### src/rtl/cycle_sequencer.sv
// Instruction cycle sequencer (FETCH/EXEC0/EXEC1/IRQ/HALT); interrupt support under `SEQ_IRQ_EN.
// Latency: 2 clocks per single-cycle op; backpressure: mem_ready low stalls FETCH and EXEC1 memory ops.
module cycle_sequencer (
  input  logic        clk,
  input  logic        rst_n,
  input  logic [7:0]  mem_data,
  input  logic        mem_ready,
  input  logic        irq,
  input  logic        cli,
  input  logic        halt_req,
  output logic [7:0]  inst,
  output logic        cycle,
  output logic        mem_req,
  output logic        pc_inc,
  output logic        exec_en,
  output logic        int_ack,
  output logic        int_en,
  output logic        halted,
  output logic [15:0] retired
);

  typedef enum logic [2:0] {
    S_FETCH = 3'd0,
    S_EXEC0 = 3'd1,
    S_EXEC1 = 3'd2,
    S_IRQ   = 3'd3,
    S_HALT  = 3'd4
  } state_t;

  state_t state;
  state_t boundary_next;
  logic   mem_op;
  logic   exec1_done;
  logic   complete;
  logic   take_irq;

  assign mem_op     = inst[7] & ~inst[6];
  assign exec1_done = (state == S_EXEC1) && (!mem_op || mem_ready);
  assign complete   = ((state == S_EXEC0) && !inst[7]) || exec1_done;

`ifdef SEQ_IRQ_EN
  assign take_irq = irq & int_en;

  // int_en is read before this clock's cli update, so a new enable counts from the next boundary.
  always_ff @(posedge clk or negedge rst_n) begin
    if (!rst_n) begin
      int_en <= 1'b0;
    end else if (state == S_IRQ) begin
      int_en <= 1'b0;
    end else if ((state == S_EXEC0) && cli) begin
      int_en <= 1'b1;
    end
  end
`else
  logic unused_irq_inputs;
  assign unused_irq_inputs = irq ^ cli;
  assign take_irq          = 1'b0;
  assign int_en            = 1'b0;
`endif

  always_comb begin
    boundary_next = S_FETCH;
    if (take_irq) begin
      boundary_next = S_IRQ;
    end else if (halt_req) begin
      boundary_next = S_HALT;
    end
  end

  always_ff @(posedge clk or negedge rst_n) begin
    if (!rst_n) begin
      state   <= S_FETCH;
      inst    <= 8'h00;
      retired <= 16'h0000;
    end else begin
      case (state)
        S_FETCH: begin
          if (mem_ready) begin
            inst  <= mem_data;
            state <= S_EXEC0;
          end
        end
        S_EXEC0: state <= inst[7] ? S_EXEC1 : boundary_next;
        S_EXEC1: begin
          if (exec1_done) begin
            state <= boundary_next;
          end
        end
        S_IRQ:   state <= S_FETCH;
        S_HALT: begin
          if (take_irq) begin
            state <= S_IRQ;
          end else if (!halt_req) begin
            state <= S_FETCH;
          end
        end
        default: state <= S_FETCH;
      endcase
      if (complete) begin
        retired <= retired + 16'd1;
      end
    end
  end

  // Moore decode; pc_inc is gated by rst_n so it stays low while reset holds the block in FETCH.
  assign cycle   = (state == S_EXEC1);
  assign mem_req = (state == S_FETCH) || ((state == S_EXEC1) && mem_op);
  assign pc_inc  = (state == S_FETCH) && mem_ready && rst_n;
  assign exec_en = (state == S_EXEC0) || exec1_done;
  assign int_ack = (state == S_IRQ);
  assign halted  = (state == S_HALT);

endmodule

### config.mk
export PLATFORM = sky130hd
export DESIGN_NAME = cycle_sequencer
export DESIGN_NICKNAME = d
export VERILOG_FILES = /design/src/rtl/cycle_sequencer.sv
export SDC_FILE = /design/constraint.sdc
export NUM_CORES = 1
export LEC_CHECK = 0
export BUFFER_PORTS_ARGS = -buffer_cell sky130_fd_sc_hd__buf_2
export CAP_MARGIN = 20
export CORE_ASPECT_RATIO = 0.7
export CORE_MARGIN = 2
export CORE_UTILIZATION = 45
export CTS_CLUSTER_DIAMETER = 150
export DETAILED_ROUTE_END_ITERATION = 7
export PLACE_DENSITY = 0.72
export SETUP_SLACK_MARGIN = 0.2
export SLEW_MARGIN = 0
export SYNTH_ARGS = -nofsm -noshare
export SYNTH_HDL_FRONTEND = slang
export SYNTH_SLANG_ARGS = --single-unit
### constraint.sdc
create_clock -name clk -period 3.85 [get_ports clk]
set_clock_uncertainty 0.2 [all_clocks]
set_input_delay 0.1925 -clock clk [delete_from_list [all_inputs] [get_ports clk]]
set_output_delay 0.1925 -clock clk [all_outputs]
set_load 0.02 [all_outputs]
# After elaboration in Yosys (flattened, before gate mapping)
# Index checks and enable logic that the tools add are counted.
[totals] ff_bits=27 latch_bits=0 mem_bits_rw=0 mem_bits_ro=0 inputBits=14 out_inout_bits=31 wordCells=33 n_memories=0
[op_classes] add_sub_neg=1 mul=0 n_div=0 order_cmp=0 n_eq_ne=7 n_shift=0 muxes=6 n_bitwise=2 reduce_logical=14
[op_table] operator="$add 16x1->16 const B" n=1
[op_table] operator="$mux 3" n=5
[op_table] operator="$pmux 3 s4" n=1
[op_table] operator="$eq 3x2->1 const B" n=2
[op_table] operator="$logic_and 1x1->1" n=5
[op_table] operator="$logic_or 1x1->1" n=4
[op_table] operator="$ne 2x2->1 const B" n=2
[op_table] operator="$eq 3x1->1 const B" n=1
[op_table] operator="$eq 3x3->1 const B" n=1
[op_table] operator="$logic_not 3->1" n=1
[op_table] operator="$reduce_and 3->1" n=1
[op_table] operator="$logic_not 1->1" n=2
[op_table] operator="$ne 2x1->1 const B" n=1
[op_table] operator="$reduce_and 2->1" n=1
[op_table] operator="$and 1x1->1" n=1
[op_table] operator="$not 1->1" n=1

# Depth between registers and ports, before layout
[depth] depth_word=7 ltp_mapped=6

# Least setup slack after synthesis
# Ideal clock, no wire load.
[synth_path] path_type="register to register" start="reg state[0]" end="reg retired[1]" arrival_time_ps=1373 t_required_ps=3522 path_slack_ps=2150 path_stages_with_launch=6 path_buffers=1 path_cell_list="dfrtp_1 buf_4 nand2b_4 o22ai_4 nor2b_4 mux2_1"
[synth_via] elab_chain_len=3
[synth_rtl] element="start, declared" line_no="30" rtl="state_t state;"
[synth_rtl] element="start signal, assigned" line_no="83" rtl="S_EXEC0: state <= inst[7] ? S_EXEC1 : boundary_next;"
[synth_rtl] element="start signal, assigned" line_no="86" rtl="state <= boundary_next;"
[synth_rtl] element="$eq 3x1->1 or $eq 3x2->1 (tied branches)" line_no="39, 38"
[synth_rtl] element="$logic_and 1x1->1 (on tied branches)" line_no="39, 38"
[synth_rtl] element="$logic_or 1x1->1 *" line_no="39" rtl="assign complete = ((state == S_EXEC0) && !inst[7]) || exec1_done;"
[synth_rtl] element="end signal, assigned" line_no="100" rtl="retired <= retired + 16'd1;"
[synth_rtl] element="end, declared" line_no="19" rtl="output logic [15:0] retired"
# Every way passes the cells marked *; elsewhere a longest branch is shown, timed or not.
# A chain may end at the register's enable or synchronous reset.

# Worst setup path in the final report
[layout_path] start="reg state[2]" end="out pc_inc"
[layout_via] elab_chain_len=3
[layout_rtl] element="$logic_not 3->1" line_no="108" rtl="assign pc_inc = (state == S_FETCH) && mem_ready && rst_n;"
[layout_rtl] element="$logic_and 1x1->1 (2 in a row)" line_no="108"
[layout_rtl] element="end, declared" line_no="14" rtl="output logic pc_inc,"
# No other way between the ends.

==> flow_summary.yaml <==
setup_path:
  required_ps: 3460
  endpoint_kind: "output port"
  rrSetupSlack_ps: 1720
  path_cells: "nor4b_2 > and2_1 > buf_2"
  start_kind: "flop"
  r2r-end: "inst[1]"
  critPathKind: "flop to output port"
  crit_slowest_cell: "nor4b_2"
  slowest_delay_ps: 890
  worst-endpoint-arrival_ps: 2070
  worstReg2RegStart: "state[2]"
  critPathMaxFanout: 10
  rr_worst_depth: 2
synthesis:
  yosysUniqueCellTypes: 29
  synth-seq-cells: 27
  synth_area_sq_mm: 0.00130
  synth-xor-area-share: 0.113
  synth-main-ff-cell: "dfrtp_1"
  syn_inst: 108
  synth_top_family_by_area: "simple AND/OR/NAND/NOR gates"
  synthSimpleGateAreaFrac: 0.201
  synth_warnings: 0
  synth_nets: 123
  synth-edff-count: 0
  synth-seq-area-share: 0.519
  avgSynthCellArea_sq_um: 12.1
  synthAdderAreaFrac: 0.00961
  synthArstFlopShare: 1.00
  synth_largest_area_cell: "dfrtp_1"
  synth_compound_area_frac: 0.0346
  yosysTopAreaCellShare: 0.519
  synth.area.top_cells: "dfrtp_1, xnor2_1, mux2_1, nand4_1, buf_4"
  synth.mux.area_fraction: 0.0778
clocking:
  cts_made_buffers: 3
  clk_latency_ps: 270
  clk_pin_slew_worst_paths_ps: 90
  cts_root_buffer: "clkbuf_8"
  ctsHtreeMaxLevel: 1
  post_cts_buffers: 0
  tritoncts: "yes"
  clockBufferDepth: 2
  cts_sinks: 27
floorplanning:
  core_sq_mm: 0.00278
  initial_core_util: 0.468
  die_h_um: 49.0
  rows: 16
  die_w_um: 68.3
  io_pins: 45
  die-area_sq_mm: 0.00335
global_route:
  grt_pass1_wl_um: 4440
  grt_max_degree: 29
  antenna_found_initial: 0
  grt_pass1_vias: 948
  grt_usage: 0.175
  overflow: 0
run:
  drv_cap: 0
final_layout:
  final_layout_size_suffix_gt1_frac: 0.316
  nNetsFinal: 171
  antenna_cells: 0
  areaGrowthSynthToFinish_pct: 26.6
  mostFrequentLayoutCells: "buf_2, dfrtp_1, xnor2_1"
  layout_commonest_cell: "buf_2"
  fillers: 242
timing:
  finalHoldViolations: 0
  slew_viol_final: 0
  setup_viol: 0
  post-route-period-util: 0.641
  fmaxAchievable_mhz: 406
  worstMarginPinSlew_ps: 947
  holdWs_ps: 119
  slew_headroom: 0.367
  fin_crit_ps: 2470
  rsz0062_at_grt: "no"
  tns_ps: 0
power:
  p_int_uw: 667
  p_leak_uw: 0.000790
  clockPowerShare: 0.132
  vdd_drop_max_mv: 0.397
  power_density_mw_per_mm2: 709
  power_uw: 1170
  power_frac_comb: 0.462
  sw_frac_of_total: 0.430
  p_sw_uw: 502
  seq_power_share: 0.406
routing:
  drtIter0Drc: 57
  ant_nets: 0
  drt_wl_total_um: 2560
  drcViolationCount: 0
  vias: 987
  firstDrtPassIters: 4
  wl_per_cell_um: 13.4
  viasPerCell: 5.17
place:
  numPortBuffers: 41
  detailed_place_hpwl_um: 1830
  gp_congestion: 0.811
worst_hold_path:
  min_from: "mem_ready"
  hold_path.class: "input pin to flop"
  worst_hold_path.endpoint: "state[1]"
  whs_path_depth: 4
outcome:
  status: "completed"
-- layout make-up --
| cell class | count | area, sq um | area share |
|---|---|---|---|
| Clock buffer | 4 | 45.0 | 0.0273 |
| Multi-Input combinational cell | 73 | 578 | 0.351 |
| Sequential cell | 27 | 676 | 0.410 |
| Tap cell | 36 | 45.0 | 0.0273 |
| Timing Repair Buffer | 51 | 305 | 0.185 |
-- per-layer routing --
layer | up-vias | wire length, um | GRT usage
met2 | 31 | 1250 | 0.273
met5 | - | 0 | 0
met4 | 0 | 13 | 0.0367
met3 | 2 | 164 | 0.0600
li1 | 465 | - | -
met1 | 489 | 1130 | 0.235
-- cell usage after synthesis, types with 2 or more instances --
library cell  number
nor3b_1            3
nor2b_1            3
and3_1             4
and4_1             3
xnor2_1           14
a21oi_1            2
nand4_1            9
nand3_1            3
and2_1             2
buf_4              4
mux2_1             9
nand2_1            4
nor2_1             5
buf_2              2
dfrtp_1           27
-- kinds of logic after synthesis --
family	after synthesis
AO/OA/AOI/OAI	5
XOR/XNOR	16
adder cells (fa/ha/maj)	1
buffers and inverters	8
flip-flops	27
multiplexers	9
other	1
AND/OR/NAND/NOR	41
-- sequential cells by signal, summed over array words and instances (netlist names) --
register / count
retired: 16
state: 3
inst: 8
-- power by group through the flow --
stage	Combinational, uW	Clock [uW]	Sequential (uW)
after floorplan	365	0	519
after global placement	523	0	472
after detailed placement	540	0	479
after CTS	548	162	476
after global routing	592	175	494
final	540	155	475
-- worst max-delay path, delay by kind of cell (launching register included) --
kind / cells / cell delay (ps)
flops: 1 / 520
simple gates: 2 / 1120
buf+inv: 1 / 160
-- how the worst max path moves through the flow --
stage / to / cells after the start / startpoint
global route: pc_inc / 3 / state[2]
detailed placement: pc_inc / 3 / state[2]
finish: pc_inc / 3 / state[2]
global placement: pc_inc / 3 / state[2]
CTS: pc_inc / 3 / state[2]
floorplan: retired[1] / 5 / state[0]
-- per-stage QoR --
stage,cell area (sq um),setup WS [ps],util,cells
after global routing,1650,1230,0.593,191
final,1650,1380,0.593,191
after CTS,1650,1330,0.593,191
after floorplan,1300,2150,-,108
after detailed placement,1500,1650,0.540,177
after global placement,1500,1680,0.540,177
-- what timing repair did --
item,4_1_cts,5_1_grt
setup endpoints to repair,0,0
hold endpoints to repair,36,0
hold buffers,10,0
gates resized for setup,0,0
Power figures use the tool's default switching activity.
